`src/rtl/i2c_target_regs.sv`:
```
// I2C target with an auto-incrementing register bank of 2**AW bytes.
// The bus side is an open-drain SDA driver; the local side has a registered read port and a write strobe.
module i2c_target_regs #(
    parameter logic [6:0] TARGET_ADDR = 7'h50,
    parameter int         AW          = 4
) (
    input  logic          clk_i,
    input  logic          rst_ni,
    input  logic          scl_i,
    input  logic          sda_i,
    output logic          sda_o,
    output logic          sda_oen_o,
    input  logic [AW-1:0] reg_addr_i,
    output logic [7:0]    reg_rdata_o,
    output logic          wr_stb_o,
    output logic [AW-1:0] wr_addr_o,
    output logic [7:0]    wr_data_o,
    output logic          busy_o
);
    localparam int DEPTH = 1 << AW;
    localparam logic [AW-1:0] PTR_ONE = 1;

    typedef enum logic [3:0] {
        IDLE, ADDR, ADDR_ACK, PTR, PTR_ACK, WDATA, WDATA_ACK, RDATA, RDATA_ACK, IGNORE
    } state_t;

    state_t        state;
    logic [1:0]    scl_sync, sda_sync;
    logic          scl_p, sda_p, scl_f, sda_f, scl_d, sda_d;
    logic [3:0]    bit_cnt;
    logic [7:0]    shreg;
    logic [AW-1:0] ptr;
    logic          rw;
    logic [7:0]    bank [DEPTH];

    // Sync flops idle high so releasing reset on an idle bus creates no false START/STOP.
    always_ff @(posedge clk_i) begin
        if (!rst_ni) begin
            scl_sync <= 2'b11;
            sda_sync <= 2'b11;
            scl_p    <= 1'b1;
            sda_p    <= 1'b1;
            scl_f    <= 1'b1;
            sda_f    <= 1'b1;
            scl_d    <= 1'b1;
            sda_d    <= 1'b1;
        end else begin
            scl_sync <= {scl_sync[0], scl_i};
            sda_sync <= {sda_sync[0], sda_i};
            scl_p    <= scl_sync[1];
            sda_p    <= sda_sync[1];
            if (scl_sync[1] == scl_p) scl_f <= scl_sync[1];
            if (sda_sync[1] == sda_p) sda_f <= sda_sync[1];
            scl_d    <= scl_f;
            sda_d    <= sda_f;
        end
    end

    logic       scl_rise, scl_fall, start_det, stop_det;
    logic [7:0] rx_byte, cur;

    assign scl_rise  = scl_f & ~scl_d;
    assign scl_fall  = ~scl_f & scl_d;
    assign start_det = scl_f & scl_d & sda_d & ~sda_f;
    assign stop_det  = scl_f & scl_d & ~sda_d & sda_f;
    assign rx_byte   = {shreg[6:0], sda_f};
    assign cur       = bank[ptr];
    assign sda_o     = 1'b0;

    always_ff @(posedge clk_i) begin
        if (!rst_ni) begin
            state     <= IDLE;
            bit_cnt   <= '0;
            shreg     <= '0;
            ptr       <= '0;
            rw        <= 1'b0;
            sda_oen_o <= 1'b0;
            busy_o    <= 1'b0;
            wr_stb_o  <= 1'b0;
            wr_addr_o <= '0;
            wr_data_o <= '0;
            for (int i = 0; i < DEPTH; i++) bank[i] <= '0;
        end else begin
            wr_stb_o <= 1'b0;
            if (stop_det) begin
                state     <= IDLE;
                sda_oen_o <= 1'b0;
                busy_o    <= 1'b0;
            end else if (start_det) begin
                state     <= ADDR;
                bit_cnt   <= '0;
                sda_oen_o <= 1'b0;
                busy_o    <= 1'b0;
            end else begin
                case (state)
                    ADDR, PTR, WDATA: if (scl_rise) begin
                        shreg   <= rx_byte;
                        bit_cnt <= bit_cnt + 4'd1;
                        if (bit_cnt == 4'd7) begin
                            bit_cnt <= '0;
                            if (state == ADDR) begin
                                if (rx_byte[7:1] == TARGET_ADDR && rx_byte[7:1] != 7'h00) begin
                                    state  <= ADDR_ACK;
                                    rw     <= rx_byte[0];
                                    busy_o <= 1'b1;
                                end else begin
                                    state  <= IGNORE;
                                    busy_o <= 1'b0;
                                end
                            end else if (state == PTR) begin
                                ptr   <= rx_byte[AW-1:0];
                                state <= PTR_ACK;
                            end else begin
                                bank[ptr] <= rx_byte;
                                wr_stb_o  <= 1'b1;
                                wr_addr_o <= ptr;
                                wr_data_o <= rx_byte;
                                ptr       <= ptr + PTR_ONE;
                                state     <= WDATA_ACK;
                            end
                        end
                    end
                    // First SCL fall after the byte pulls SDA low; the next one releases it.
                    ADDR_ACK, PTR_ACK, WDATA_ACK: if (scl_fall) begin
                        if (!sda_oen_o) begin
                            sda_oen_o <= 1'b1;
                        end else begin
                            sda_oen_o <= 1'b0;
                            bit_cnt   <= '0;
                            if (state == ADDR_ACK && rw) begin
                                state     <= RDATA;
                                shreg     <= {cur[6:0], 1'b0};
                                sda_oen_o <= ~cur[7];
                            end else if (state == ADDR_ACK) begin
                                state <= PTR;
                            end else begin
                                state <= WDATA;
                            end
                        end
                    end
                    RDATA: if (scl_rise) begin
                        bit_cnt <= bit_cnt + 4'd1;
                    end else if (scl_fall) begin
                        if (bit_cnt == 4'd8) begin
                            sda_oen_o <= 1'b0;
                            state     <= RDATA_ACK;
                        end else begin
                            sda_oen_o <= ~shreg[7];
                            shreg     <= {shreg[6:0], 1'b0};
                        end
                    end
                    RDATA_ACK: if (scl_rise) begin
                        ptr <= ptr + PTR_ONE;
                        if (sda_f) begin
                            state  <= IGNORE;
                            busy_o <= 1'b0;
                        end
                    end else if (scl_fall) begin
                        state     <= RDATA;
                        bit_cnt   <= '0;
                        shreg     <= {cur[6:0], 1'b0};
                        sda_oen_o <= ~cur[7];
                    end
                    default: ;
                endcase
            end
        end
    end

    always_ff @(posedge clk_i) begin
        if (!rst_ni) reg_rdata_o <= '0;
        else         reg_rdata_o <= bank[reg_addr_i];
    end
endmodule

```
`config.mk`:
```
export PLATFORM = sky130hd
export DESIGN_NAME = i2c_target_regs
export DESIGN_NICKNAME = d
export VERILOG_FILES = /design/src/rtl/i2c_target_regs.sv
export SDC_FILE = /design/constraint.sdc
export NUM_CORES = 1
export LEC_CHECK = 0
export ABC_CLOCK_PERIOD_IN_PS = 2700
export BUFFER_PORTS_ARGS = -buffer_cell sky130_fd_sc_hd__clkbuf_2
export CAP_MARGIN = 20
export CORE_ASPECT_RATIO = 0.75
export CORE_MARGIN = 2
export CORE_UTILIZATION = 63
export DETAILED_ROUTE_END_ITERATION = 10
export GPL_TIMING_DRIVEN = 0
export HOLD_SLACK_MARGIN = 0.02
export PLACE_DENSITY = 0.81
export SLEW_MARGIN = 15
export SYNTH_ARGS = -nofsm -noshare
export SYNTH_HDL_FRONTEND = slang
export SYNTH_SLANG_ARGS = --single-unit
```
`constraint.sdc`:
```
create_clock -name clk_i -period 2.7 [get_ports clk_i]
set_input_delay 0.135 -clock clk_i [delete_from_list [all_inputs] [get_ports clk_i]]
set_output_delay 0.135 -clock clk_i [all_outputs]
set_load 0.1 [all_outputs]
```
Yosys cells after proc, flatten, opt, wreduce, memory -nomap -nowiden

Memory sizes are Yosys's and may differ from the RTL's. A register that Yosys moved wholly into a read port is not among the register bits.
Cells that the tools add are included.
Widths: inputs -> output; s select.

Memories: 1
Bits in registers: 46
RAM bits: 128
Input bits: 8

Add/subtract/negate cells: 2
Eq/ne operators: 42
Bitwise operators: 18
Muxes and demuxes: 73
Reduce and logical (&&, ||, !) cells: 22

Memory list:

| name | depth | bits a word | read ports | clocked after memory_dff | write ports | RTL line | text |
|---|---|---|---|---|---|---|---|
| bank | 16    | 8           | 2          | 2                        | 16          | 34       | `logic [7:0] bank [DEPTH];` |

Operator list:

| cell                | number |
|---|---|
| $mux 4              | 28 |
| $mux 8              | 10 |
| $ne 3x3->1 const B  | 12 |
| $pmux 4 s4          | 2 |
| $pmux 8 s4          | 1 |
| $ne 2x2->1 const B  | 15 |
| $mux 1              | 26 |
| $reduce_and 7->1    | 3 |
| $eq 4x3->1 const B  | 5 |
| $reduce_and 10->1   | 2 |
| $reduce_and 12->1   | 1 |
| $reduce_and 6->1    | 2 |
| $not 1->1           | 11 |
| $reduce_or 3->1     | 3 |
| $add 4x1->4 const B | 2 |
| $eq 4x2->1 const B  | 2 |
| $eq 4x4->1 const B  | 2 |
| $ne 4x4->1 const B  | 2 |
| $pmux 4 s2          | 1 |
| $reduce_and 8->1    | 1 |
| $reduce_or 8->1     | 1 |
| $and 1x1->1         | 7 |
| $eq 7x7->1 const B  | 1 |
| $reduce_bool 7->1   | 1 |
| 13 further kinds    | 16 |

Longest topological paths before layout

Depth in word-level cells: 12
Mapped depth: 9
Mapped depth without buffers: 7

Worst setup path after synthesis

No wires, ideal clock.

Kind: reg2reg
Start: register scl_f
End: memory bank[11][0], enable pin
Clock period less this slack: 2.380 ns
Library setup time: 0.384 ns
Arrival: 1.996 ns
Stages on the path, launching flop included: 7
Setup slack: 0.320 ns
Cell sequence: dfxtp_1 -> ha_1 -> clkbuf_1 -> o2111a_1 -> buf_4 -> nand3_2 -> o21ai_0

RTL lines:

| element                  | RTL line | text |
|---|---|---|
| start: declaration       | 29       | `logic scl_p, sda_p, scl_f, sda_f, scl_d, sda_d;` |
| start signal: assignment | 52       | `if (scl_sync[1] == scl_p) scl_f <= scl_sync[1];` |
| end: declaration         | 34       |  |

==> results.cfg <==
[clock_network]
cts.path.max_buffers = 2
cts_sinks = 186
h-tree-depth = 4
cts_made_buffers = 17
cts_tree = done
clk-insertion-delay-late_ps = 450
clk_pin_slew_ps = 70
root_buffer = clkbuf_16

[run_status]
status = finished clean

[sta]
tightestPinTransition_ps = 899
setup_viol = 0
max_slew_margin_pct = 40.1
min_period_ps = 2620
hold_violations = 0
fin_crit_sh_pct = 97.0
rsz0062_at_grt = false
fin_skew_ps = 12.4
final_max_slew_viol_count = 0
setup_slack_ps = 82.1
setup-tns-final_ps = 0
hold-worst-slack_ps = 239
fmax_ghz = 0.382

[finish]
drive_gt1_share_pct = 23.0
regArea_mm2 = 0.00500
fillers = 1027
syn2layout_area_growth_pct = 11.8
fin_area_mm2 = 0.0109
final_nets = 859
final_util_pct = 71.9
multi_input_area_mm2 = 0.00447
antenna_cells = 0

[floorplan]
coreArea_mm2 = 0.0152
die_w_um = 148
die_area_mm2 = 0.0165
row_count = 39
ios = 32
die_h_um = 112
start_util_pct = 64.3

[placement]
hpwl_um = 20700
placed_area_mm2 = 0.0102
preCtsSetupSlack_ps = -611
gp_congestion = 1.03
port_buffers = 27

[synthesis]
synth_nets = 803
async_flop_share_pct = 0
yosysMostFrequentCell = edfxtp_1
synth_area_leaders = edfxtp_1, mux4_2, dfxtp_1, and2_1, mux2i_1
avgSynthCellArea_um2 = 12.4
synth_seq_cells = 186
synth_common_cells = edfxtp_1, and2_1, dfxtp_1
syn-cell-area_mm2 = 0.00976
ys_seq_area_share_pct = 51.3
synthFlopType = edfxtp_1
synth-warning-count = 0
synth-edff-count = 128
syn_inst = 786
yosys.area.top_type = edfxtp_1
yosysTopAreaCellShare_pct = 39.4
ys_types = 72

[critical_path]
cp.arrival_ps = 2730
endpoint_kind = flip-flop
crit_type = reg -> reg
critPathMaxFanout = 9
worst-endpoint-required_ps = 2810
start_kind = flip-flop

[drt]
wl_um = 29200
dr.pass1.iters = 8
antenna_left = 0
vias = 7271
drt_iter0_drc = 1242
drc = 0
vias_per_cell = 6.86
avgRoutedWirePerCell_um = 27.5

[pwr]
power_density_mw_per_mm2 = 564
swShare_pct = 24.7
p_int_uw = 4630
sequentialPowerShare_pct = 52.4
p_switching_uw = 1520
power_frac_comb_pct = 7.8
leakagePower_uw = 0.00364
vdd_drop_max_uv = 472
clkPwrFrac_pct = 39.8

[grt]
antenna_found_initial = 1
grt_max_degree = 18
grt_overflow = 0
grt_pass1_wl_um = 43400
grt_usage_pct = 36.7
grt_pass1_vias = 6985

[job]
cap_violations = 0

[hold_path]
hp-class = in -> reg
[repair_timing]
action | CTS | global route
buffers inserted | 4 | 1
hold endpoints to repair | 2 | 0
setup endpoints to repair | 127 | 114
hold buffers | 2 | 0
cloned | 0 | 0
resized for setup | 18 | 17
pin swaps | 4 | 2
[stage by stage]
step / power (uW) / cells
after floorplan: 3580 / 786
after global placement: 3720 / 1018
after detailed placement: 3740 / 1021
after CTS: 6110 / 1059
after global routing: 6270 / 1060
final: 6150 / 1060
[path summary, 6_finish.rpt]
kind                                   from           to  slack, ps  cells after the start
worst max-delay path             bit_cnt[0]   bank[2][2]         80                      7
worst min-delay path                 rst_ni  bank[14][0]        240                      3
worst max register to register   bit_cnt[0]   bank[2][2]         80                      7
worst min register to register  sda_sync[0]  sda_sync[1]        410                      1
[power by group through the flow]
stage                     combinational [uW]  clock, uW  sequential [uW]
after floorplan                          243          0             3340
after global placement                   442          0             3270
after detailed placement                 454          0             3280
after CTS                                461       2430             3220
after global routing                     494       2540             3230
final                                    480       2450             3220
[cell usage in the layout (no fill, tap or decap), types with 10 or more instances in the layout]
master,n
a21oi_1,38
a22oi_1,15
and2_1,123
buf_2,11
buf_4,16
clkbuf_1,37
clkbuf_16,18
clkbuf_2,28
dfxtp_1,58
edfxtp_1,128
inv_1,10
mux2i_1,37
mux4_2,56
nand2_1,46
nand2b_1,11
nand3_1,15
nor2_1,24
nor3_1,14
o21ai_0,11
o21ai_2,10
[flip-flops by register name (all words and copies together), names as in the netlist, 2 cells and up, named ones only]
name	count
reg_rdata_o	8
state	4
wr_data_o	8
ptr	4
sda_sync	2
bit_cnt	4
scl_sync	2
wr_addr_o	4
bank	128
shreg	8
[layer usage]
metal	vias to the layer above	track usage [%]	share of wire, %
met2	582	51.7	43
met5	-	1.47	0.031
met4	2	12.2	2.6
met3	66	15.7	16
li1	3052	-	-
met1	3569	51.7	38
[critical path, stage by stage (launching register included)]
cell      delay [ps]
dfxtp_1          380
ha_1             250
and3b_1          320
o2111a_1         240
buf_4            210
nand3_4          210
nor3_4           290
nand2b_2         370
[cell type report]
class	instances	share of cell area [%]
multi-input combinational	522	41.0
clock inverter	11	0.803
tap	205	2.35
sequential	186	45.9
clock buffer	21	4.42
timing repair buffer	37	1.97
inverter	10	0.344
buffer	68	3.23
[cells by family after synthesis]
| kind of cell | after synthesis | synth area share [%] |
|---|---|---|
| AOI/OAI and AO/OA | 115 | 7.93 |
| xor gates and xnor gates | 1 | 0.0897 |
| adders and majority gates | 9 | 1.15 |
| buffers and inverters | 78 | 3.99 |
| DFF | 186 | 51.3 |
| muxes | 101 | 17.6 |
| other | 1 | 0.0384 |
| and+or+nand+nor | 295 | 17.9 |
Note: power is estimated with default switching activity, not from simulation.
